`config.mk`:
```
export PLATFORM = sky130hd
export DESIGN_NAME = shift_seq_ctrl
export DESIGN_NICKNAME = d
export VERILOG_FILES = /design/src/rtl/shift_seq_ctrl.sv
export SDC_FILE = /design/constraint.sdc
export NUM_CORES = 1
export LEC_CHECK = 0
export ABC_AREA = 1
export CAP_MARGIN = 25
export CORE_AREA = 2 2 49 51
export DETAILED_ROUTE_END_ITERATION = 16
export DIE_AREA = 0 0 51 53
export HOLD_SLACK_MARGIN = 0.05
export PLACE_DENSITY = 0.79
export SYNTH_ARGS = -nofsm -noshare
export SYNTH_HDL_FRONTEND = slang
export SYNTH_SLANG_ARGS = --single-unit
```
`constraint.sdc`:
```
create_clock -name clk -period 1.8 [get_ports clk]
set_clock_uncertainty 0.1 [all_clocks]
set_input_delay 0.36 -clock clk [delete_from_list [all_inputs] [get_ports clk]]
set_output_delay 0.36 -clock clk [all_outputs]
set_load 0.02 [all_outputs]
```
`src/rtl/shift_seq_ctrl.sv`:
```
// shift_seq_ctrl: sequences multi-pass shift commands through an external 4-bit barrel shifter,
// looping each pass result back as the next operand and presenting the final word on valid/ready.
module shift_seq_ctrl #(
    parameter int AMT_W    = 3,
    parameter int STEP_MAX = 3
) (
    input  logic             clk,
    input  logic             rst_n,
    input  logic             in_valid,
    output logic             in_ready,
    input  logic [3:0]       in_data,
    input  logic [AMT_W-1:0] in_amt,
    input  logic             in_dir,
    input  logic [1:0]       in_mode,
    output logic [3:0]       sh_data,
    output logic [1:0]       sh_amt,
    output logic             sh_dir,
    output logic [1:0]       sh_mode,
    input  logic [3:0]       sh_result,
    output logic             out_valid,
    input  logic             out_ready,
    output logic [3:0]       out_data,
    output logic             out_err,
    output logic             busy
);
    typedef enum logic [1:0] {IDLE, RUN, DONE} state_t;

    state_t           state, state_nx;
    logic [3:0]       acc, acc_nx;
    logic [AMT_W-1:0] rem, rem_nx;
    logic             dir, dir_nx, err, err_nx, accept;
    logic [1:0]       mode, mode_nx, step;

    assign in_ready = (state == IDLE) | (state == DONE & out_ready);
    assign accept   = in_valid & in_ready;
    // Arithmetic right is issued one position per pass so sign fill is applied on every pass.
    assign step = (mode == 2'b10 && dir) ? 2'd1 :
                  (rem > AMT_W'(STEP_MAX)) ? 2'(STEP_MAX) : 2'(rem);

    always_comb begin
        state_nx = state;
        acc_nx   = acc;
        rem_nx   = rem;
        dir_nx   = dir;
        mode_nx  = mode;
        err_nx   = err;
        if (state == RUN) begin
            acc_nx   = sh_result;
            rem_nx   = rem - AMT_W'(step);
            state_nx = (rem == AMT_W'(step)) ? DONE : RUN;
        end
        if (state == DONE && out_ready)
            state_nx = IDLE;
        if (accept) begin
            acc_nx   = (&in_mode) ? 4'd0 : in_data;
            rem_nx   = in_amt;
            dir_nx   = in_dir;
            mode_nx  = in_mode;
            err_nx   = &in_mode;
            state_nx = (&in_mode || in_amt == '0) ? DONE : RUN;
        end
    end

    always_ff @(posedge clk or negedge rst_n) begin
        if (!rst_n) begin
            state <= IDLE;
            acc   <= '0;
            rem   <= '0;
            dir   <= 1'b0;
            mode  <= '0;
            err   <= 1'b0;
        end else begin
            state <= state_nx;
            acc   <= acc_nx;
            rem   <= rem_nx;
            dir   <= dir_nx;
            mode  <= mode_nx;
            err   <= err_nx;
        end
    end

    assign sh_data   = acc;
    assign sh_amt    = (state == RUN) ? step : 2'd0;
    assign sh_dir    = dir;
    assign sh_mode   = mode;
    assign out_valid = (state == DONE);
    assign out_data  = out_valid ? acc : 4'd0;
    assign out_err   = out_valid & err;
    assign busy      = (state != IDLE);
endmodule
```
== After elaboration in Yosys (flattened, before gate mapping) ==
Cells that the tools add are included.

* Order comparisons: 1
* Multiply operators: 0
* Equality and inequality tests: 4
* Reductions and logical operators: 9
* Bitwise operators: 4
* $add $sub $neg: 1
* Multiplexer cells: 14
* Div/mod/pow operators: 0
* Shift operators: 0

{| class="wikitable"
|+ Operators with widths
! kind !! count
|-
| 2-bit two-way mux || 8
|-
| 4-bit two-way mux || 4
|-
| 3-bit two-way mux || 2
|-
| 2-bit equality test (second input constant) || 2
|-
| 2-bit nonzero test || 2
|-
| 1-bit bitwise AND || 3
|-
| 3-bit by 2-bit equality test with 1-bit output || 1
|-
| 3-bit by 2-bit > comparator with 1-bit output (second input constant) || 1
|-
| 3-bit zero test || 1
|-
| 3-bit nonzero test || 1
|-
| 3-bit by 2-bit subtractor with 3-bit output || 1
|-
| 2-bit by 1-bit equality test with 1-bit output (second input constant) || 1
|-
| 1-bit logical AND || 2
|-
| 2-bit zero test || 1
|-
| 2-bit AND reduction || 1
|-
| 1-bit logical OR || 1
|-
| 1-bit OR || 1
|}

* Output and inout bits: 17
* Memories: 0
* Latch bits: 0
* RAM bits: 0
* Word-level logic and storage cells: 39
* Input port bits: 18
* Register bits: 13
* Bits in read-only memories: 0

== Depth between registers and ports, before layout ==
* Depth after elaboration: 8
* Gate-level depth with buffers: 12
* Mapped depth without buffers: 12

== Worst setup path after synthesis ==
OpenSTA, ideal clock, no wires.

* Path type: reg-to-reg
* Start: register mode[0] (netlist: sh_mode[0])
* End: register rem[2]
* Setup time: 125 ps
* Setup slack: 181 ps
* Stages on the path, launching flop included: 11
* Period minus slack after synthesis: 1619 ps
* Arrival time: 1395 ps
* Data required time: 1575 ps
* Buffers on the path: 0
* Path through: dfrtp_1 > inv_1 > nand3_1 > o21ai_0 > xnor2_1 > inv_1 > ha_1 > inv_1 > nand3_1 > nand3_1 > nand3_1

* Cells in the longest elaborated chain, start to end: 6

{| class="wikitable"
|+ RTL lines
! element !! line !! RTL
|-
| start, declared || 32 || <nowiki>logic [1:0] mode, mode_nx, step;</nowiki>
|-
| start signal, assigned || 77 || <nowiki>mode <= mode_nx;</nowiki>
|-
| 2-bit equality test || 37 || <nowiki>assign step = (mode == 2'b10 && dir) ? 2'd1 :</nowiki>
|-
| 1-bit logical AND || 37 ||
|-
| 2-bit two-way mux || 37 ||
|-
| 3-bit by 2-bit subtractor with 3-bit output || 49 || <nowiki>rem_nx = rem - AMT_W'(step);</nowiki>
|-
| 3-bit two-way mux || 47 || <nowiki>if (state == RUN) begin</nowiki>
|-
| 3-bit two-way mux || 54 || <nowiki>if (accept) begin</nowiki>
|-
| end signal, assigned || 75 || <nowiki>rem <= rem_nx;</nowiki>
|-
| end, declared || 30 || <nowiki>logic [AMT_W-1:0] rem, rem_nx;</nowiki>
|}

Every way passes these cells. The select of a mux whose other input is x is not followed.
A chain may end at the register's enable or synchronous reset.

== Worst setup path after layout ==
* Start: register state[0]
* End: output port in_ready

* Cells in the longest elaborated chain, start to end: 3
* Elaborated cells between the ends (all ways): 4
* Those cells by class: 1 x eq/ne; 2 x bitwise; 1 x reduce/logical

{| class="wikitable"
|+ RTL lines
! element !! line !! RTL
|-
| start, declared || 28 || <nowiki>state_t state, state_nx;</nowiki>
|-
| start signal, assigned || 73 || <nowiki>state <= state_nx;</nowiki>
|-
| 2-bit equality test || 34 || <nowiki>assign in_ready = (state == IDLE) | (state == DONE & out_ready);</nowiki>
|-
| 1-bit bitwise AND || 34 ||
|-
| 1-bit OR * || 34 ||
|-
| end, declared || 10 || <nowiki>output logic in_ready,</nowiki>
|}

Mark *: on every way between the ends. The rest lies on a longest branch, timed or not.

==> metrics.md <==
| Metric | Value |
|---|---|
| Number of cells produced by synthesis | `124` |
| Synth async-reset ratio | `100%` |
| Worst R2R Setup Slack | `160 ps` |
| Setup-failing EPs final | `0` |
| Count of synthesis-stage warnings from yosys | `0` |
| Category of the worst setup path capture point | `primary output` |
| Area share of the largest cell type after synthesis | `between 30% and 40%` |
| Power per unit of standard cell area | `between 1500 and 2000 nW/µm²` |
| Cell occurring most often along the worst timing path | `nand2_4` |
| Count of antenna-violating nets left after detailed routing | `0` |
| Reg-to-reg startpoint | `sh_mode[0]$_DFFE_PN0P_` |
| Result of the run | `finished, final reports clean` |
| CTS Root Cell | `clkbuf_4` |
| Final standard cell utilization of the core | `about 64%` |
| Top-count cell post-synth | `nand2_1` |
| Wire length of the first global-routing pass | `roughly 3700 µm` |
| Maximum clock frequency | `between 0.5 and 0.6 GHz` |
| Port Buffer Count | `34` |
| Count of endpoints failing hold in the final timing report | `0` |
| Most area-consuming cells after synthesis | `dfrtp_1 (38%), nand2_1 (16%), nand3_1 (11%)` |
| WP data arrival | `roughly 1300 ps` |
| Worst setup margin | `~38 ps` |
| Transition time at the pin with the least slew margin | `roughly 300 ps` |
| Largest area contributor in the synthesized netlist | `dfrtp_1` |
| Area enclosed by the die boundary | `around 2700 µm²` |
| Number of core rows | `17` |
| Final min period | `between 1500 and 2000 ps` |
| Register area share after synthesis | `between 30% and 40%` |
| Critical Path Max Stage Delay | `approximately 390 ps` |
| Number of library cell types mapped by synthesis | `18` |
| Post-route clock period utilization | `97.9%` |
| Layer with the highest usage | `met2` |
| Width of the chip | `51 µm` |
| Category of cells accounting for the largest share of critical-path delay | `buffers and inverters` |
| CTS buffer count | `3` |
| Antenna Cells | `0` |
| Slew margin rel. | `between 80% and 90%` |
| Syn avg cell area | `around 7.0 µm²` |
| Clock transition at the register clock pins on the worst setup and hold paths after CTS | `~90 ps` |
| Post-place instance area | `about 1300 µm²` |
| Endpoint of the worst setup timing path | `in_ready` |
| Wire length per cell | `about 12 µm` |
| M3 GR Usage | `approximately 2.3%` |
| R2R cell count | `11` |
| Worst hold slack across all endpoints | `roughly 280 ps` |
| Post-route standard cell area excluding fillers | `roughly 1400 µm²` |
| Area Growth Syn to Fin | `58.9%` |
| Hold-fix buffers at CTS | `0` |
| Iter 0 DRT Violations | `24` |
| Launch point of the worst path | `state[0]$_DFFE_PN0P_` |
| Fraction of layout instances using a drive strength above 1 | `22.3%` |
| Final number of max-transition violations | `0` |
| Worst path depth | `5` |
| Met2 track demand over resource in global routing | `34.6%` |
| Core area | `approximately 2100 µm²` |
| Type of the most critical hold path | `in -> async` |
| IO Count | `35` |
| Insertion delay of the later-clocked pin in the worst-skew pair | `280 ps` |
| Critical Path Source Type | `register` |
| Count of buffering cells on the critical path with inverters included | `3` |
| Setup total negative slack | `0 ps` |
| Half-perimeter wire length after detailed placement | `~1900 µm` |
| Net count after synthesis | `between 100 and 150` |
| Total wire length | `roughly 2300 µm` |
| Post-detailed-route DRC marker count | `0` |
| Number of clock sinks | `13` |
| Crit Reg-Reg Endpoint | `rem[2]$_DFFE_PN0P_` |
| Initial Utilization | `between 40% and 50%` |
| Detailed-routing iteration count for the pre-antenna-repair pass | `4` |
| Number of buffers between clock root and the deepest sink | `2` |
| TritonCTS clock tree | `yes` |
| Number of synthesized flops with an enable pin | `0` |
| Overall global routing resource usage | `a little under a fifth` |
| Number of max-capacitance violations reported | `0` |
| Max FO, Critical Path | `4` |
| Initial antenna violation count | `0` |
| Pin count of the biggest net entering global routing | `14` |
| Vias | `979` |
| Die height | `53 µm` |
| Buffer count from post-CTS setup fixing | `0` |
| Via density per instance | `between 4 and 5` |
| Number of nets in the layout | `196` |
| Number of H-tree branching levels | `1` |
| Critical path, cell by cell | `inv_1 > buf_4 > nand2_4 > nand2_4 > clkdlybuf4s15_2` |
| Synthesized flop and latch total | `13` |
| Crit path required time | `between 1000 and 1500 ps` |
| Dominant synthesized flop cell | `dfrtp_1` |
| Cell leakage power | `0.000742 µW` |
| IR drop worst, VDD | `approximately 0.86 mV` |
| Post-synth top cells | `nand2_1 (36), inv_1 (23), nand3_1 (19)` |
| Overflow after GRT | `0` |
| Slowest cell on crit path | `dfrtp_1` |
| Placer's final routability congestion estimate | `about 0.81` |
| GR met1 Demand/Resource | `roughly a fifth` |
| Via count of the first global-routing pass | `roughly 950` |
| WS Path Type | `reg -> out` |
| Post-placement worst setup slack | `-301 ps` |
| Post-Synthesis Cell Area | `862 µm²` |
## cells by family (layout without fill, tap and decap cells)
kind of cell,Yosys count,after routing,share of synthesized area [%]
buf+inv,25,76,11.8
flops,13,13,37.7
simple gates,73,73,39.9
compound gates,10,10,6.68
fa+ha+maj,2,2,2.90
xor+xnor,1,1,1.02
## per-stage QoR
step           total power, µW  cells
3_3_place_gp              2160    199
3_5_place_dp              2220    199
4_1_cts                   2380    203
5_1_grt                   2580    203
2_1_floorplan             1500    124
6_report                  2370    203
## worst min path at each step
stage | from | end
finish | rst_n | rem[0]$_DFFE_PN0P_
detailed placement | rem[0]$_DFFE_PN0P_ | rem[0]$_DFFE_PN0P_
global route | rst_n | state[0]$_DFFE_PN0P_
floorplan | rst_n | err$_DFFE_PN0P_
global placement | err$_DFFE_PN0P_ | err$_DFFE_PN0P_
CTS | rst_n | rem[2]$_DFFE_PN0P_
## cell type report
| type | instances | area [µm²] |
|---|---|---|
| fill | 189 | 778 |
| multi-input combinational | 86 | 447 |
| timing repair buffer | 48 | 447 |
| sequential | 13 | 325 |
| inverter | 24 | 90.1 |
| tap | 28 | 35.0 |
| clock buffer | 4 | 26.3 |
## sequential cells by signal, indices dropped and copies added (netlist names)
signal / count
state: 2
sh_dir: 1
err: 1
rem: 3
sh_data: 4
sh_mode: 2
## layer usage
metal / vias up / part of all wire, %
li1: 487 / -
met1: 453 / 40
met2: 33 / 52
met3: 6 / 5.6
met4: 0 / 2.1
met5: - / 0
## placed cells by master (no fill, tap or decap), types with 2 or more instances in the layout
master,count
ha_1,2
nor2_1,8
buf_4,14
nand2_1,35
inv_1,23
nand3_1,18
dlymetal6s2s_1,2
clkbuf_4,3
nand2_2,7
dfrtp_1,13
o21ai_1,4
clkdlybuf4s15_2,6
o21ai_0,2
clkdlybuf4s50_1,22
nand2_4,2
## what timing repair did
item / in CTS / in global routing
setup endpoints to repair: 10 / 11
hold endpoints to repair: 0 / 0
gates resized for setup: 27 / 8
gates cloned: 0 / 0
pin swaps: 0 / 0
## power by group
| part | total (µW) | internal, µW | switching (µW) | leakage (µW) |
|---|---|---|---|---|
| sequential | 547 | 439 | 108 | 0.000160 |
| clock | 185 | 85.9 | 99.2 | 0.0000150 |
| combinational | 1640 | 721 | 916 | 0.000567 |
| total | 2370 | 1250 | 1120 | 0.000742 |
(Power assumes the default switching activity.)
==> RTL change 1 (same settings) <==
Reset style: synchronous (`rst_n`), changed in one clocked block.
--- a/src/rtl/shift_seq_ctrl.sv
+++ b/src/rtl/shift_seq_ctrl.sv
@@ -62,5 +62,5 @@
     end
 
-    always_ff @(posedge clk or negedge rst_n) begin
+    always_ff @(posedge clk) begin
         if (!rst_n) begin
             state <= IDLE;
Function: differs if rst_n is asserted again (counterexample within 4 cycles, from zero or initial values and one cycle with rst_n low); with rst_n held inactive, the same outputs for 10 cycles.
==> RTL change 1 against the unedited design <==
Power is 13% lower. Combinational power is 13% lower. Routed wire length is 1.0% higher. Clock power is 4% higher. Setup slack better by 0.013 ns. Synthesized cell count is 9.7% higher. Design area is 0.27% higher. Area after synthesis is 2.9% higher. Sequential cell count stayed put. Largest power group unchanged.
==> RTL change 1: results (changes against the unedited design) <==
drt total wl = 2370 microns (+1.0%)
inverters = 32 (+33%)
total track usage = 0.199 (+0.0169)
routed wire length per instance = 10.8 microns (-5.9%)
metal2 WL = 1250 microns (+2.6%)
multi-input gates = 89 (+3.5%)
P per Cell Area = 1510 mW/mm^2 (-13%)
Netlist cell types = 26 (+8)
Critical Path Start = state[0]
WL met3 = 106 microns (-19%)
DP Area = 0.00137 sq mm (+3.2%)
vias in the first global route = 1011 (+6.3%)
share of the synthesized area in compound gates (AO/OA/AOI/OAI) = 0.159 (+0.0926)
Reg power frac = 0.224 (-0.007)
Most used DFF post-synth = dfxtp_1
Synth top cells by count = inv_1, nand2_1, nor2_1, dfxtp_1, nand3_1
bufs w/o clock = 52 (+8.3%)
peak supply drop = 949 uV (+10%)
global-route wire length before repair = 3960 microns (+6.5%)
leakage = 0.695 nW (-6.3%)
clock share of power = 0.093 (+0.015)
synth top area cells = dfxtp_1, inv_1, nand2_1
post_cts resized = 25 (-7.4%)
met2 usage = 0.403 (+0.0563)
DP HPWL = 1930 microns (+1.1%)
fill cell count = 210 (+11%)
Final Wtd Congestion = 0.857 (+5.4%)
sequential portion of the cell area = 0.190 (-0.0471)
worst r2r src = sh_mode[0]
Int Pwr = 0.00110 W (-12%)
met3 Use GR = 0.0169 (-0.00565)
highest-delay cell along the critical path = dfxtp_1
DP Worst Slack = -0.301 ns (-0.0000870 ns)
status = completed
non-clk buf share = 0.318 (-0.00818)
Slew Limit Headroom = 0.784 (-0.0166)
clock network area share = 0.0191 (-0.0000525)
RTL change 1: cell count changes after synthesis, moves of 3 or more:
cell     delta
a21oi_1     +3
dfrtp_1    -13
dfxtp_1    +13
inv_1       +4
inv_2       +3
nand2_1    -14
nand2_2     -5
nand3_1     -6
nor2_1      +8
nor2_2      +3
o21ai_0     +6
RTL change 1: cells by family (layout without fill, tap and decap cells):
group | count (synthesis) | count (layout)
AO/OA/AOI/OAI | 23 | 23
XOR/XNOR | 1 | 1
adder cells (fa/ha/maj) | 2 | 2
buffers and inverters | 34 | 88
flip-flops | 13 | 13
AND/OR/NAND/NOR | 63 | 63
RTL change 1: path summary, 6_finish.rpt:
kind / endpoint / slack (ns) / cells past startpoint
worst max register to register: rem[2] / 0.21 / 13
worst min register to register: rem[0] / 0.40 / 2
worst min-delay path: rem[0] / 0.40 / 2
worst max-delay path: busy / 0.05 / 4
==> RTL change 2 (same settings) <==
Made on the original files. The parameter `AMT_W` goes from 3 to 2.
--- a/src/rtl/shift_seq_ctrl.sv
+++ b/src/rtl/shift_seq_ctrl.sv
@@ -2,5 +2,5 @@
 // looping each pass result back as the next operand and presenting the final word on valid/ready.
 module shift_seq_ctrl #(
-    parameter int AMT_W    = 3,
+    parameter int AMT_W    = 2,
     parameter int STEP_MAX = 3
 ) (
Interface: changed (resized in_amt); port bits go from 35 to 34. The function was not compared with the original's and may differ.
==> RTL change 2 against the unedited design <==
Area after synthesis is 9.1% lower. Via count fell by 8.4%. Worst hold slack better by 0.056 ns. Maximum frequency rose by 1.0%. Routed wire length shrank 9.7%. Design area shrank 10%. Largest power group unchanged. Power shrank 14%. Highest routed layer unchanged. Sequential cell count shrank 1. Setup slack better by 0.018 ns. Synthesized cell count fell by 4.0%. Critical path type unchanged. First-iteration DRC count shrank 38%.
==> RTL change 2: results (changes against the unedited design) <==
status = completed
Reg2Reg Depth = 9 (-2)
highest-delay cell along the critical path = clkdlybuf4s50_1
cells after synthesis = 119 (-4.0%)
Worst-Margin Slew = 0.538 ns (+0.239 ns)
peak supply drop = 820 uV (-4.8%)
Port Buf Inserts = 33 (-2.9%)
vias in the first global route = 820 (-14%)
syn nets = 137 (-4.9%)
synth top area cells = dfrtp_1, nand2_1, nand3_1
sequential area share after synthesis = 0.383 (+0.00603)
DP HPWL = 1660 microns (-13%)
Initial DRC Count = 15 (-38%)
vias per cell = 4.67 (-3.1%)
leakage = 0.702 nW (-5.3%)
Max stage delay on crit path = 0.63 ns (+0.24 ns)
worst r2r src = state[0]
worst path arrival time = 1.28 ns (-0.02 ns)
DP Worst Slack = -0.343 ns (-0.0418 ns)
fill cell count = 218 (+15%)
Final Wtd Congestion = 0.835 (+2.6%)
routed via count = 897 (-8.4%)
Netlist cell types = 18 (unchanged)
total track usage = 0.166 (-0.0159)
CTS clk-pin slew, worst paths = 0.07 ns (-0.02 ns)
Synth top cells by count = nand2_1, nand3_1, inv_1, dfrtp_1, nor2_1
share of layout cells above drive strength 1 = 0.207 (-0.0155)
[RTL change 2: final cells by class]
class	instances	area, sq um	area share
sequential	12	302	0.245
clock buffer	3	22.5	0.0183
timing repair buffer	47	414	0.337
inverter	19	71.3	0.0580
tap	28	35.0	0.0285
multi-input combinational	83	385	0.313
[RTL change 2: routing by layer]
metal / vias to the layer above / track usage / part of all wire
met5: - / 0 / 0
met4: 0 / 0.0450 / 0.018
met3: 4 / 0.0508 / 0.040
met2: 23 / 0.305 / 0.53
met1: 412 / 0.184 / 0.41
li1: 458 / - / -
[RTL change 2: worst register-to-register path, cell delays in order (launching register included)]
cell and delay (ns):
dfrtp_1 0.40, buf_4 0.14, buf_4 0.13, a21oi_2 0.14
buf_4 0.20, nand2_2 0.11, buf_4 0.18, o21ai_1 0.07
nand2_1 0.06, nand2_1 0.05
[RTL change 2: worst max path at each step]
stage	start	slack, ns	end	depth (start not counted)
2_1_floorplan	state[1]	0.07	out_data[0]	4
3_3_place_gp	out_ready	-0.34	in_ready	4
3_5_place_dp	out_ready	-0.34	in_ready	4
4_1_cts	sh_mode[0]	0.01	sh_mode[0]	2
5_1_grt	sh_data[0]	0.0003	sh_data[0]	1
6_report	sh_data[0]	0.06	sh_data[0]	1
[RTL change 2: cell families after synthesis]
family                     Yosys count  synth area share
buffers and inverters               24             0.141
adders and majority gates            1            0.0160
and+or+nand+nor                     77             0.423
AOI/OAI and AO/OA                    5            0.0367
DFF                                 12             0.383
[RTL change 2: power by group]
| group | total, W | switching [W] | leakage, nW | internal, W |
|---|---|---|---|---|
| Sequential | 0.000507 | 0.000101 | 0.147 | 0.000406 |
| Clock | 0.000161 | 0.0000832 | 0.0138 | 0.0000773 |
| Combinational | 0.00137 | 0.000767 | 0.542 | 0.000607 |
| Total | 0.00204 | 0.000951 | 0.702 | 0.00109 |
[RTL change 2: timing repair]
action	in CTS	in global routing
setup buffers	0	2
pin swaps	0	1
endpoints found under the setup margin	11	9
resized for setup	34	10
[RTL change 2: through the flow]
stage               total power [W]  hold WS [ns]  cell area, sq um
floorplan                   0.00128       -0.0356               783
global placement            0.00188         0.378              1210
detailed placement          0.00192         0.409              1210
CTS                         0.00200         0.351              1210
global route                0.00224         0.365              1230
finish                      0.00204         0.337              1230
